`src/rtl/aoc_graph_pkg.sv`:
```
`default_nettype none
// ============================================================================
// Module   : aoc_graph_pkg
// Brief    : Shared widths, walk FSM state type and meta-word field helpers
//            for the path-count graph walk.
// Revision : 1.0  initial release
// ============================================================================
package aoc_graph_pkg;

    localparam int NIW = 10;  // node index width
    localparam int CW  = 5;   // child ordinal / count width
    localparam int AAW = 11;  // child-table address width

    typedef enum logic [2:0] {
        IDLE = 3'd0,
        POP  = 3'd1,
        META = 3'd2,
        EMIT = 3'd3,
        DONE = 3'd4
    } walk_state_t;

    // Meta word layout is {base, count}; base sits in the upper AAW bits.
    function automatic logic [AAW-1:0] meta_base(input logic [AAW+CW-1:0] meta);
        return meta[AAW+CW-1:CW];
    endfunction

    function automatic logic [CW-1:0] meta_count(input logic [AAW+CW-1:0] meta);
        return meta[CW-1:0];
    endfunction

endpackage
`default_nettype wire

```
`src/rtl/adj_walk_ctrl_edge_out_slice.sv`:
```
`default_nettype none
// ============================================================================
// Module   : edge_out_slice
// Brief    : Output register for the offered edge. Loads child index and
//            ordinal, raises valid, and holds all fields until accepted.
// Revision : 1.0  initial release
// ============================================================================
module edge_out_slice
    import aoc_graph_pkg::*;
#(
    parameter int IDX_W = NIW,
    parameter int CNT_W = CW
) (
    input  logic             clk,
    input  logic             rst_n,
    input  logic             load,
    input  logic             accept,
    input  logic [IDX_W-1:0] load_idx,
    input  logic [CNT_W-1:0] load_cnt,
    output logic             valid,
    output logic [IDX_W-1:0] idx,
    output logic [CNT_W-1:0] cnt
);

    // Capture a fresh edge on load; drop valid on acceptance; otherwise hold.
    always_ff @(posedge clk) begin
        if (!rst_n) begin
            valid <= 1'b0;
            idx   <= '0;
            cnt   <= '0;
        end else if (load) begin
            valid <= 1'b1;
            idx   <= load_idx;
            cnt   <= load_cnt;
        end else if (accept) begin
            valid <= 1'b0;
        end
    end

endmodule
`default_nettype wire

```
`src/rtl/adj_walk_ctrl.sv`:
```
`default_nettype none
// ============================================================================
// Module   : adj_walk_ctrl
// Brief    : Sequences one graph-walk pass: pops node indices from the work
//            FIFO, fetches {base,count} from the meta table, walks the child
//            list and offers each edge to the accumulator via valid/ready.
//            Optional statistics counters enabled by ADJ_WALK_STATS_EN.
// Revision : 1.0  initial release
// ============================================================================
module adj_walk_ctrl
    import aoc_graph_pkg::*;
#(
    parameter int PARAM_NODE_IDX_WIDTH = NIW,
    parameter int PARAM_COUNTER_WIDTH  = CW,
    parameter int PARAM_ADJ_ADDR_WIDTH = AAW
) (
    input  logic                                              clk,
    input  logic                                              rst_n,
    input  logic                                              start_run,
    input  logic                                              fifo_empty,
    input  logic [PARAM_NODE_IDX_WIDTH-1:0]                   fifo_rd_data,
    output logic                                              fifo_pop,
    output logic                                              meta_rd_en,
    output logic [PARAM_NODE_IDX_WIDTH-1:0]                   meta_rd_addr,
    input  logic [PARAM_ADJ_ADDR_WIDTH+PARAM_COUNTER_WIDTH-1:0] meta_rd_data,
    output logic                                              child_rd_en,
    output logic [PARAM_ADJ_ADDR_WIDTH-1:0]                   child_rd_addr,
    input  logic [PARAM_NODE_IDX_WIDTH-1:0]                   child_rd_data,
    input  logic                                              acc_busy,
    output logic [PARAM_NODE_IDX_WIDTH-1:0]                   node_idx_reg,
    output logic                                              edge_valid,
    input  logic                                              edge_ready,
    output logic                                              rd_next_node_reg,
    output logic [PARAM_NODE_IDX_WIDTH-1:0]                   next_node_idx,
    output logic [PARAM_COUNTER_WIDTH-1:0]                    next_node_counter,
    output logic                                              busy,
    output logic                                              done_reg,
    output logic [PARAM_NODE_IDX_WIDTH:0]                     stat_nodes,
    output logic [PARAM_ADJ_ADDR_WIDTH:0]                     stat_edges
);

    localparam int NW  = PARAM_NODE_IDX_WIDTH;
    localparam int CNT = PARAM_COUNTER_WIDTH;
    localparam int AW  = PARAM_ADJ_ADDR_WIDTH;
    localparam logic [CNT-1:0] ONE_CNT  = 1;
    localparam logic [AW-1:0]  ONE_ADDR = 1;

    walk_state_t      state;
    walk_state_t      state_nxt;
    logic [AW-1:0]    base_r;
    logic [CNT-1:0]   count_r;
    logic [CNT-1:0]   k_r;
    logic             rd_pend;    // child read in flight; data arrives this cycle
    logic             accept;
    logic             last_edge;
    logic             slice_load;
    logic             start_pass;

    assign accept    = edge_valid & edge_ready;
    assign last_edge = (k_r == (count_r - ONE_CNT));

    // State register.
    always_ff @(posedge clk) begin
        if (!rst_n) begin
            state <= IDLE;
        end else begin
            state <= state_nxt;
        end
    end

    // Next-state and table/FIFO strobes.
    always_comb begin
        state_nxt     = state;
        fifo_pop      = 1'b0;
        meta_rd_en    = 1'b0;
        meta_rd_addr  = '0;
        child_rd_en   = 1'b0;
        child_rd_addr = '0;
        slice_load    = 1'b0;
        start_pass    = 1'b0;
        case (state)
            IDLE: begin
                if (start_run) begin
                    start_pass = 1'b1;
                    state_nxt  = POP;
                end
            end
            POP: begin
                if (!fifo_empty) begin
                    fifo_pop     = 1'b1;
                    meta_rd_en   = 1'b1;
                    meta_rd_addr = fifo_rd_data;
                    state_nxt    = META;
                end else if (!acc_busy && !edge_valid) begin
                    state_nxt = DONE;
                end
            end
            META: begin
                if (meta_count(meta_rd_data) == '0) begin
                    state_nxt = POP;
                end else begin
                    child_rd_en   = 1'b1;
                    child_rd_addr = meta_base(meta_rd_data);
                    state_nxt     = EMIT;
                end
            end
            EMIT: begin
                if (rd_pend) begin
                    slice_load = 1'b1;
                end else if (accept) begin
                    if (last_edge) begin
                        state_nxt = POP;
                    end else begin
                        // Next child sits at base + (k + 1).
                        child_rd_en   = 1'b1;
                        child_rd_addr = base_r + AW'(k_r) + ONE_ADDR;
                    end
                end
            end
            DONE: begin
                state_nxt = IDLE;
            end
            default: begin
                state_nxt = IDLE;
            end
        endcase
    end

    // Node/child-list bookkeeping, pass status and acceptance pulse.
    always_ff @(posedge clk) begin
        if (!rst_n) begin
            node_idx_reg     <= '0;
            base_r           <= '0;
            count_r          <= '0;
            k_r              <= '0;
            rd_pend          <= 1'b0;
            rd_next_node_reg <= 1'b0;
            busy             <= 1'b0;
            done_reg         <= 1'b0;
        end else begin
            rd_next_node_reg <= accept;
            if (start_pass) begin
                done_reg <= 1'b0;
                busy     <= 1'b1;
            end
            if (state == DONE) begin
                done_reg <= 1'b1;
                busy     <= 1'b0;
            end
            if (fifo_pop) begin
                node_idx_reg <= fifo_rd_data;
            end
            if (state == META) begin
                base_r  <= meta_base(meta_rd_data);
                count_r <= meta_count(meta_rd_data);
                k_r     <= '0;
                rd_pend <= (meta_count(meta_rd_data) != '0);
            end
            if (state == EMIT) begin
                if (rd_pend) begin
                    rd_pend <= 1'b0;
                end else if (accept && !last_edge) begin
                    k_r     <= k_r + ONE_CNT;
                    rd_pend <= 1'b1;
                end
            end
        end
    end

    edge_out_slice #(
        .IDX_W (NW),
        .CNT_W (CNT)
    ) u_edge_out_slice (
        .clk      (clk),
        .rst_n    (rst_n),
        .load     (slice_load),
        .accept   (accept),
        .load_idx (child_rd_data),
        .load_cnt (k_r),
        .valid    (edge_valid),
        .idx      (next_node_idx),
        .cnt      (next_node_counter)
    );

`ifdef ADJ_WALK_STATS_EN
    // Saturating counts of expanded nodes and accepted edges for this pass.
    always_ff @(posedge clk) begin
        if (!rst_n) begin
            stat_nodes <= '0;
            stat_edges <= '0;
        end else if (start_pass) begin
            stat_nodes <= '0;
            stat_edges <= '0;
        end else begin
            if (fifo_pop && (stat_nodes != '1)) begin
                stat_nodes <= stat_nodes + 1'b1;
            end
            if (accept && (stat_edges != '1)) begin
                stat_edges <= stat_edges + 1'b1;
            end
        end
    end
`else
    assign stat_nodes = '0;
    assign stat_edges = '0;
`endif

endmodule
`default_nettype wire

```
`config.mk`:
```
export PLATFORM = sky130hd
export DESIGN_NAME = adj_walk_ctrl
export DESIGN_NICKNAME = d
export VERILOG_FILES = /design/src/rtl/aoc_graph_pkg.sv /design/src/rtl/adj_walk_ctrl_edge_out_slice.sv /design/src/rtl/adj_walk_ctrl.sv
export SDC_FILE = /design/constraint.sdc
export NUM_CORES = 1
export LEC_CHECK = 0
export ABC_AREA = 1
export CAP_MARGIN = 15
export CORE_ASPECT_RATIO = 1.5
export CORE_MARGIN = 4
export CORE_UTILIZATION = 47
export CTS_CLUSTER_DIAMETER = 200
export CTS_CLUSTER_SIZE = 10
export DETAILED_ROUTE_END_ITERATION = 6
export MAX_ROUTING_LAYER = met4
export PLACE_DENSITY = 0.86
export SYNTH_ARGS = -nofsm -noshare
export SYNTH_HDL_FRONTEND = slang
export SYNTH_SLANG_ARGS = --single-unit
```
`constraint.sdc`:
```
create_clock -name clk -period 5.38 [get_ports clk]
set_input_delay 0.807 -clock clk [delete_from_list [all_inputs] [get_ports clk]]
set_output_delay 0.807 -clock clk [all_outputs]
set_load 0.01 [all_outputs]
```
**Word-level counts from Yosys, hierarchy flattened**

Cells that the tools add are included.
Widths: inputs -> output; s select.

- Input bits: 42
- Register bits: 54
- Output and inout bits: 76
- Bits in read-only memories: 0
- Memory bits (writable): 0
- Memories: 0
- Bits in latches: 0
- Logic and storage cells: 78

- Multipliers: 0
- Reduce and logical (&&, ||, !) cells: 12
- Shift operators: 0
- Multiplexer cells: 38
- $lt $le $gt $ge: 0
- Eq/ne operators: 10
- Bitwise logic cells: 2
- Divide/modulo/power cells: 0
- Add/subtract/negate cells: 4

Operator list:

| operator | number |
|---|---|
| $mux 11 | 4 |
| $pmux 11 s2 | 1 |
| $mux 10 | 2 |
| $mux 5 | 4 |
| $mux 1 | 18 |
| $mux 3 | 6 |
| $pmux 3 s4 | 1 |
| $add 11x1->11 const B | 1 |
| $add 11x5->11 | 1 |
| $ne 2x2->1 const B | 4 |
| $eq 3x2->1 const B | 2 |
| $add 5x1->5 const B | 1 |
| $eq 5x5->1 | 1 |
| $logic_not 5->1 | 1 |
| $reduce_and 5->1 | 1 |
| $reduce_bool 5->1 | 1 |
| $sub 5x1->5 const B | 1 |
| $reduce_bool 2->1 | 2 |
| $eq 3x1->1 const B | 1 |
| $eq 3x3->1 const B | 1 |
| $logic_not 1->1 | 3 |
| $logic_not 3->1 | 1 |
| $ne 3x3->1 const B | 1 |
| $logic_and 1x1->1 | 2 |
| other kinds (5) | 5 |

**Longest topological paths before layout**

Gate-level depths: netlist (run 1).

- Depth after elaboration: 7
- Mapped depth: 14
- Mapped depth without buffers: 14

**Hierarchy**

From an unflattened synthesis (run 1), not the netlist that was laid out.

- Cell total of the unflattened synthesis: 444
- Area total of the unflattened synthesis: 3,091.7 µm²

By module, submodules not included:

| module | instances | cells an instance | area an instance (µm²) | sequential area each (µm²) |
|---|---|---|---|---|
| adj_walk_ctrl | 1 | 375 | 2,513.7 | 760.7 |
| edge_out_slice | 1 | 69 | 578.1 | 320.3 |

**Worst setup path after synthesis (run 1)**

Ideal clock, no wire load.

- Path type: register to output
- From: reg k_r[0]
- To: out child_rd_addr[8]
- Cell stages (with the launch flop): 11
- Path buffers: 0
- Required time: 4.573 ns
- Data arrival time: 1.657 ns
- Path slack: 2.916 ns
- Path through: dfxtp_1 > inv_2 > ha_1 > inv_1 > fa_1 > a21oi_1 > o21ai_0 > nand2_1 > o211ai_1 > nand2_1 > o22ai_1

- Word-level cells in the longest chain between the ends: 6
- Elaborated cells between the ends (all ways): 7
- Those cells by class: add/sub (2); eq/ne (1); mux (4)

Ends and longest elaborated chain:

| item | line | text |
|---|---|---|
| start: declaration | adj_walk_ctrl.sv:52 | `logic [CNT-1:0] k_r;` |
| start signal: assignment | adj_walk_ctrl.sv:163 | `k_r <= k_r + ONE_CNT;` |
| $add 11x5->11 | adj_walk_ctrl.sv:116 | `child_rd_addr = base_r + AW'(k_r) + ONE_ADDR;` |
| $add 11x1->11 | adj_walk_ctrl.sv:116 |  |
| $mux 11 (*) | adj_walk_ctrl.sv:111 | `if (last_edge) begin` |
| $mux 11 (*) | adj_walk_ctrl.sv:110 | `end else if (accept) begin` |
| $mux 11 (*) | adj_walk_ctrl.sv:108 | `if (rd_pend) begin` |
| $pmux 11 s2 (*) | adj_walk_ctrl.sv:81 | `case (state)` |
| end: declaration | adj_walk_ctrl.sv:27 | `output logic [PARAM_ADJ_ADDR_WIDTH-1:0] child_rd_addr,` |

Every way passes the cells marked *; elsewhere a longest branch is shown, timed or not.

**Worst setup path after layout (run 1)**

- From: in edge_ready
- To: out child_rd_addr[2]

- Word-level cells in the longest chain between the ends: 4

Ends and longest elaborated chain:

| item | line | text |
|---|---|---|
| start: declaration | adj_walk_ctrl.sv:32 | `input logic edge_ready,` |
| $and 1x1->1 | adj_walk_ctrl.sv:59 | `assign accept = edge_valid & edge_ready;` |
| $mux 11 | adj_walk_ctrl.sv:110 |  |
| $mux 11 | adj_walk_ctrl.sv:108 |  |
| $pmux 11 s2 | adj_walk_ctrl.sv:81 |  |

No other way between the ends.

==> results by group, run 1 <==
Status
  – Status: complete, no violations

STA
  – Final period utilization: 66.9%
  – Achievable frequency: 0.278 GHz
  – Max-slew headroom: 43.1%
  – Final setup TNS: 0 ns
  – Clock Skew: 0.00744 ns
  – Worst-margin pin slew: 0.848 ns
  – RSZ-0062 raised after global routing: false
  – Fin. Hold Viols: 0
  – Shortest period the worst path allows: 3.60 ns
  – Final setup vio count: 0
  – Max Slew Vio Count: 0

Worst hold path
  – Worst hold path class: reg -> reg

CTS
  – Post_cts resized: 0
  – CTS tree: built
  – Sink Count: 54
  – Worst-path clk slew: 0.10 ns
  – Deepest clock path buffer count: 2
  – H-tree lvl count: 2
  – CTS buffer count: 5
  – CTS root buffer: clkbuf_8
  – Post-CTS Setup Bufs: 0
  – Clock Latency Late Sink: 0.31 ns
  – Post-CTS Hold Fix Bufs: 0

Layout
  – Layout net count: 575
  – Syn-to-layout area delta: 32.4%
  – Diode count: 0
  – Filler cell count in the final layout: 553
  – Most frequent cells in the layout: nand2_1, clkdlybuf4s50_1, dfxtp_1, nor2_1, inv_1
  – Max FFs per register: 11
  – Commonest non-fill, non-tap cell in the layout: nand2_1
  – Post-layout utilization of the core: 64.3%
  – Register area: 0.00108 mm^2
  – Area occupied by multi-input gates: 0.00150 mm^2
  – Share of cells above drive strength 1: 5.32%

Floorplan
  – Die Height: 105 um
  – I/O pin cnt: 118
  – DIE WIDTH: 73.0 um
  – Die area: 0.00770 mm^2
  – Row count: 35
  – Initial core utilization: 48.6%
  – Core area: 0.00613 mm^2

Critical path
  – Critical Path AT: 2.79 ns
  – Worst-path maximum fanout: 21
  – Crit path top cell by count: clkdlybuf4s50_1
  – Max incr delay on CP: 0.57 ns
  – Setup crit end kind: output port
  – Slowest-stage cell, CP: clkdlybuf4s50_1
  – Setup Crit Path Kind: in -> out
  – Crit path cell chain: clkdlybuf4s50_1 -> nand2_1 -> inv_1 -> nand3_2 -> o21ai_0 -> clkdlybuf4s50_1
  – Worst EP required: 4.57 ns
  – Startpoint Class: input port

Pwr
  – Total power: 1.16 mW
  – Pwr Density: 294 mW/mm^2
  – Worst vdd ir: 0.000171 V
  – Static leakage: 1.72 nW

Drt
  – # DRC: 0
  – Initial drt markers: 138
  – Drt via density: 5.02
  – Vias: 3012
  – WL final: 7830 um
  – DR pass1 iterations: 5
  – WL per Instance: 13.1 um
  – Antenna viol nets, final: 0

GRT
  – GRT Util Overall: 20.6%
  – First-pass GRT wire length: 12400 um
  – Number of global-route vias before repair: 2865
  – Antenna violations before repair: 0
  – GRT overflow: 0
  – Largest net degree at the start of global routing: 29

Synthesis
  – Synth cell types: 33
  – Synth area leaders: dfxtp_1, nand2_1, a21oi_1, buf_4, nor2_1
  – Primary FF master, synth: dfxtp_1
  – Synthesis Warnings: 0
  – Synth area leader: dfxtp_1
  – Async S/R FF share, synth: 0%
  – Syn Inst Count: 440
  – Post-synth top area share: 36.3%
  – Seq cells post-synth: 54
  – Seq/Total Area, Yosys: 36.3%
  – Netlist Area Pre-Place: 0.00298 mm^2
  – Post-synth EDFFs: 0
  – Average size of a mapped cell: 6.77 um^2

Placed design
  – Port bufs: 94
  – Placer Congestion: 0.866
  – DPL Wire Length: 6010 um

Job
  – Max-cap violation count: 0
==> per-stage QoR <==
stage	setup WS, ns	cells	hold WS [ns]	cell area (um^2)
finish	1.78	600	0.468	3940
detailed placement	1.80	592	0.452	3830
global route	1.61	600	0.484	3940
floorplan	2.92	462	0.440	3060
global placement	1.89	592	0.449	3830
CTS	1.79	600	0.467	3940
==> metal layers <==
| metal | track usage, % | share of wire (%) | vias up |
|---|---|---|---|
| met5 | - | 0 | - |
| met4 | 8.71 | 2.4 | 0 |
| met3 | 4.10 | 6.3 | 15 |
| met2 | 37.3 | 54 | 111 |
| met1 | 20.7 | 37 | 1378 |
| li1 | - | - | 1508 |
==> area by class of cell <==
cell class / count / share of cell area, %
timing repair buffer: 94 / 23.9
clock inverter: 2 / 0.952
multi-input combinational: 312 / 38.1
clock buffer: 6 / 1.84
inverter: 58 / 5.52
tap: 74 / 2.35
sequential: 54 / 27.4
==> synthesized netlist by cell type, types with 2 or more instances <==
cell type / instances
nor2_2: 3
buf_4: 25
clkbuf_1: 4
dfxtp_1: 54
inv_1: 47
xnor2_1: 4
o22ai_1: 8
nor3_1: 6
buf_2: 7
nand4_1: 3
ha_1: 7
nand2_2: 2
inv_2: 9
a21oi_1: 39
clkinv_1: 2
xor2_1: 4
buf_6: 2
nand3b_1: 2
nand2_1: 107
nor2_4: 3
o21ai_1: 3
o21ai_0: 27
nor2_1: 50
nand3_1: 13
==> path summary, 6_finish.rpt <==
kind,from,slack (ns),depth (start not counted),to
worst max-delay path,edge_ready,1.78,6,child_rd_addr[2]
worst min-delay path,base_r[0]$_SDFFE_PN0P_,0.47,2,base_r[0]$_SDFFE_PN0P_
worst max register to register,state[1]$_SDFFE_PN0P_,3.40,7,u_edge_out_slice.valid$_SDFFE_PN0P_
worst min register to register,base_r[0]$_SDFFE_PN0P_,0.47,2,base_r[0]$_SDFFE_PN0P_
==> where the power goes <==
| part | total, mW | leakage, nW | switching, mW | internal [mW] |
|---|---|---|---|---|
| registers | 0.481 | 0.438 | 0.0361 | 0.445 |
| clock network | 0.270 | 0.0514 | 0.131 | 0.139 |
| logic | 0.407 | 1.23 | 0.231 | 0.176 |
==> kinds of logic after synthesis <==
| family | after synthesis | synth area share, % |
|---|---|---|
| buffers and inverters | 96 | 16.1 |
| xor gates and xnor gates | 8 | 2.35 |
| AOI/OAI and AO/OA | 82 | 14.6 |
| other | 1 | 0.126 |
| adders and majority gates | 8 | 3.61 |
| and+or+nand+nor | 191 | 27.0 |
| DFF | 54 | 36.3 |
==> worst max-delay path, delay by kind of cell <==
kind | cells | cell delay (ns)
buffers and inverters | 3 | 1.16
and+or+nand+nor | 2 | 0.48
AOI/OAI and AO/OA | 1 | 0.33
No activity file was read; power rests on OpenSTA's default activity.
==> run 2: changes to the inputs <==
Settings changed: CORE_UTILIZATION 47 to 40, PLACE_DENSITY 0.86 to 0.78.
Clock period 5.38 ns to 3.2 ns, I/O delays scaled along.
==> run 2 against run 1 <==
Compared with the run above: clock skew up 0.0045 ns; setup slack worse by 1.5 ns; global-route usage down 2.6 points; register-to-register slack worse by 2.1 ns; critical endpoint is now child_rd_addr[4]; highest routed layer unchanged.
==> results by group, run 2 (synthesized netlist as in run 1, its figures left out) <==
Status
  – Status: complete, no violations

Placed design
  – Placer Congestion: 0.903
  – Port bufs: 94
  – DPL Wire Length: 5930 um
  – Area post-placement: 0.00390 mm^2

STA
  – Shortest period the worst path allows: 2.96 ns
  – Final setup vio count: 0
  – Worst-margin pin slew: 0.850 ns
  – Clock Skew: 0.0119 ns
  – Max Slew Vio Count: 0
  – Final period utilization: 92.5%
  – Fin. Hold Viols: 0
  – Achievable frequency: 0.338 GHz
  – RSZ-0062 raised after global routing: false
  – Max-slew headroom: 43.0%
  – Final setup TNS: 0 ns

CTS
  – CTS root buffer: clkbuf_8
  – CTS buffer count: 5
  – H-tree lvl count: 2
  – Post-CTS Hold Fix Bufs: 0
  – CTS tree: built
  – Post-CTS Setup Bufs: 0
  – Post_cts resized: 0
  – Clock Latency Late Sink: 0.32 ns
  – Worst-path clk slew: 0.10 ns
  – Sink Count: 54
  – Deepest clock path buffer count: 2

Layout
  – Most frequent cells in the layout: nand2_1, clkdlybuf4s50_1, dfxtp_1, nor2_1, inv_1
  – Post-layout utilization of the core: 55.8%
  – Share of cells above drive strength 1: 6.79%
  – Layout net count: 579
  – Syn-to-layout area delta: 35.4%
  – Final std cell area, no fill: 0.00403 mm^2
  – Diode count: 0
  – Commonest non-fill, non-tap cell in the layout: nand2_1
  – Max FFs per register: 11

Critical path
  – Setup Crit Path Kind: reg -> out
  – Max incr delay on CP: 0.56 ns
  – Crit path cell chain: inv_2 -> ha_1 -> inv_1 -> fa_2 -> a21oi_1 -> o21ai_2 -> xnor2_1 -> o22ai_1 -> clkdlybuf4s50_1
  – Startpoint Class: register
  – Worst-path maximum fanout: 5
  – Critical Path AT: 2.48 ns
  – Setup crit end kind: output port
  – Worst EP required: 2.72 ns
  – Slowest-stage cell, CP: clkdlybuf4s50_1

Pwr
  – Sw power: 0.675 mW
  – Sw frac: 34.0%
  – Comb pwr share: 34.5%
  – Static leakage: 1.75 nW
  – Clock share of power: 24.6%
  – Pwr Density: 492 mW/mm^2
  – Flop pwr share: 40.8%
  – Worst vdd ir: 0.000289 V
  – P_int: 1.31 mW

GRT
  – First-pass GRT wire length: 12600 um
  – GRT Util Overall: 18.0%
  – GRT overflow: 0
  – Number of global-route vias before repair: 2823
  – Antenna violations before repair: 0
  – Largest net degree at the start of global routing: 29

Floorplan
  – Die Height: 114 um
  – Initial core utilization: 41.2%
  – I/O pin cnt: 118
  – Row count: 38
  – Core area: 0.00723 mm^2
  – DIE WIDTH: 78.5 um
  – Die area: 0.00892 mm^2

Drt
  – # DRC: 0
  – Antenna viol nets, final: 0
  – WL final: 7760 um
  – Drt via density: 4.70
  – Initial drt markers: 170
  – DR pass1 iterations: 5
  – Vias: 2960
  – WL per Instance: 12.3 um

Job
  – Max-cap violation count: 0

Worst hold path
  – Worst hold path class: reg -> reg
==> run 2: per-stage QoR <==
stage	instances	hold slack [ns]	total power [mW]	worst slack, ns
floorplan	462	0.440	1.26	1.06
global placement	622	0.449	1.50	0.453
finish	630	0.467	1.98	0.240
global route	630	0.483	2.12	0.0208
CTS	630	0.468	2.00	0.0326
detailed placement	622	0.452	1.51	0.397
==> run 2: cell type report <==
type	instances	area, um^2
Clock buffer	6	82.6
Timing Repair Buffer	98	971
Clock inverter	2	38.8
Fill cell	683	3190
Sequential cell	54	1080
Inverter	58	218
Multi-Input combinational cell	312	1520
Tap cell	100	125
==> run 2: worst max-delay path, delay by kind of cell, from the launching register on <==
kind,cells,cell delay (ns)
compound gates,3,0.42
xor+xnor,1,0.13
fa+ha+maj,2,0.53
buf+inv,3,0.74
flops,1,0.35
==> run 2: power by group through the flow <==
stage	clock [mW]	combinational [mW]	sequential, mW
final	0.489	0.685	0.809
after global routing	0.528	0.771	0.820
after CTS	0.504	0.689	0.809
after detailed placement	0	0.686	0.824
after global placement	0	0.677	0.820
after floorplan	0	0.440	0.822
==> run 2: per-layer routing <==
metal  part of all wire (%)  GRT usage [%]
met2                     52           33.1
met4                    2.1           6.77
met3                    6.8           3.71
met1                     39           18.6
met5                      0              -
==> run 2: path summary, 6_finish.rpt <==
path         cells past startpoint                    startpoint                            to  slack, ns
max reg2reg                     14       count_r[0]$_SDFFE_PN0P_             k_r[1]$_SDFF_PN0_       1.29
min reg2reg                      2  node_idx_reg[4]$_SDFFE_PN0P_  node_idx_reg[4]$_SDFFE_PN0P_       0.47
min                              2  node_idx_reg[4]$_SDFFE_PN0P_  node_idx_reg[4]$_SDFFE_PN0P_       0.47
max                              9             k_r[0]$_SDFF_PN0_              child_rd_addr[4]       0.24
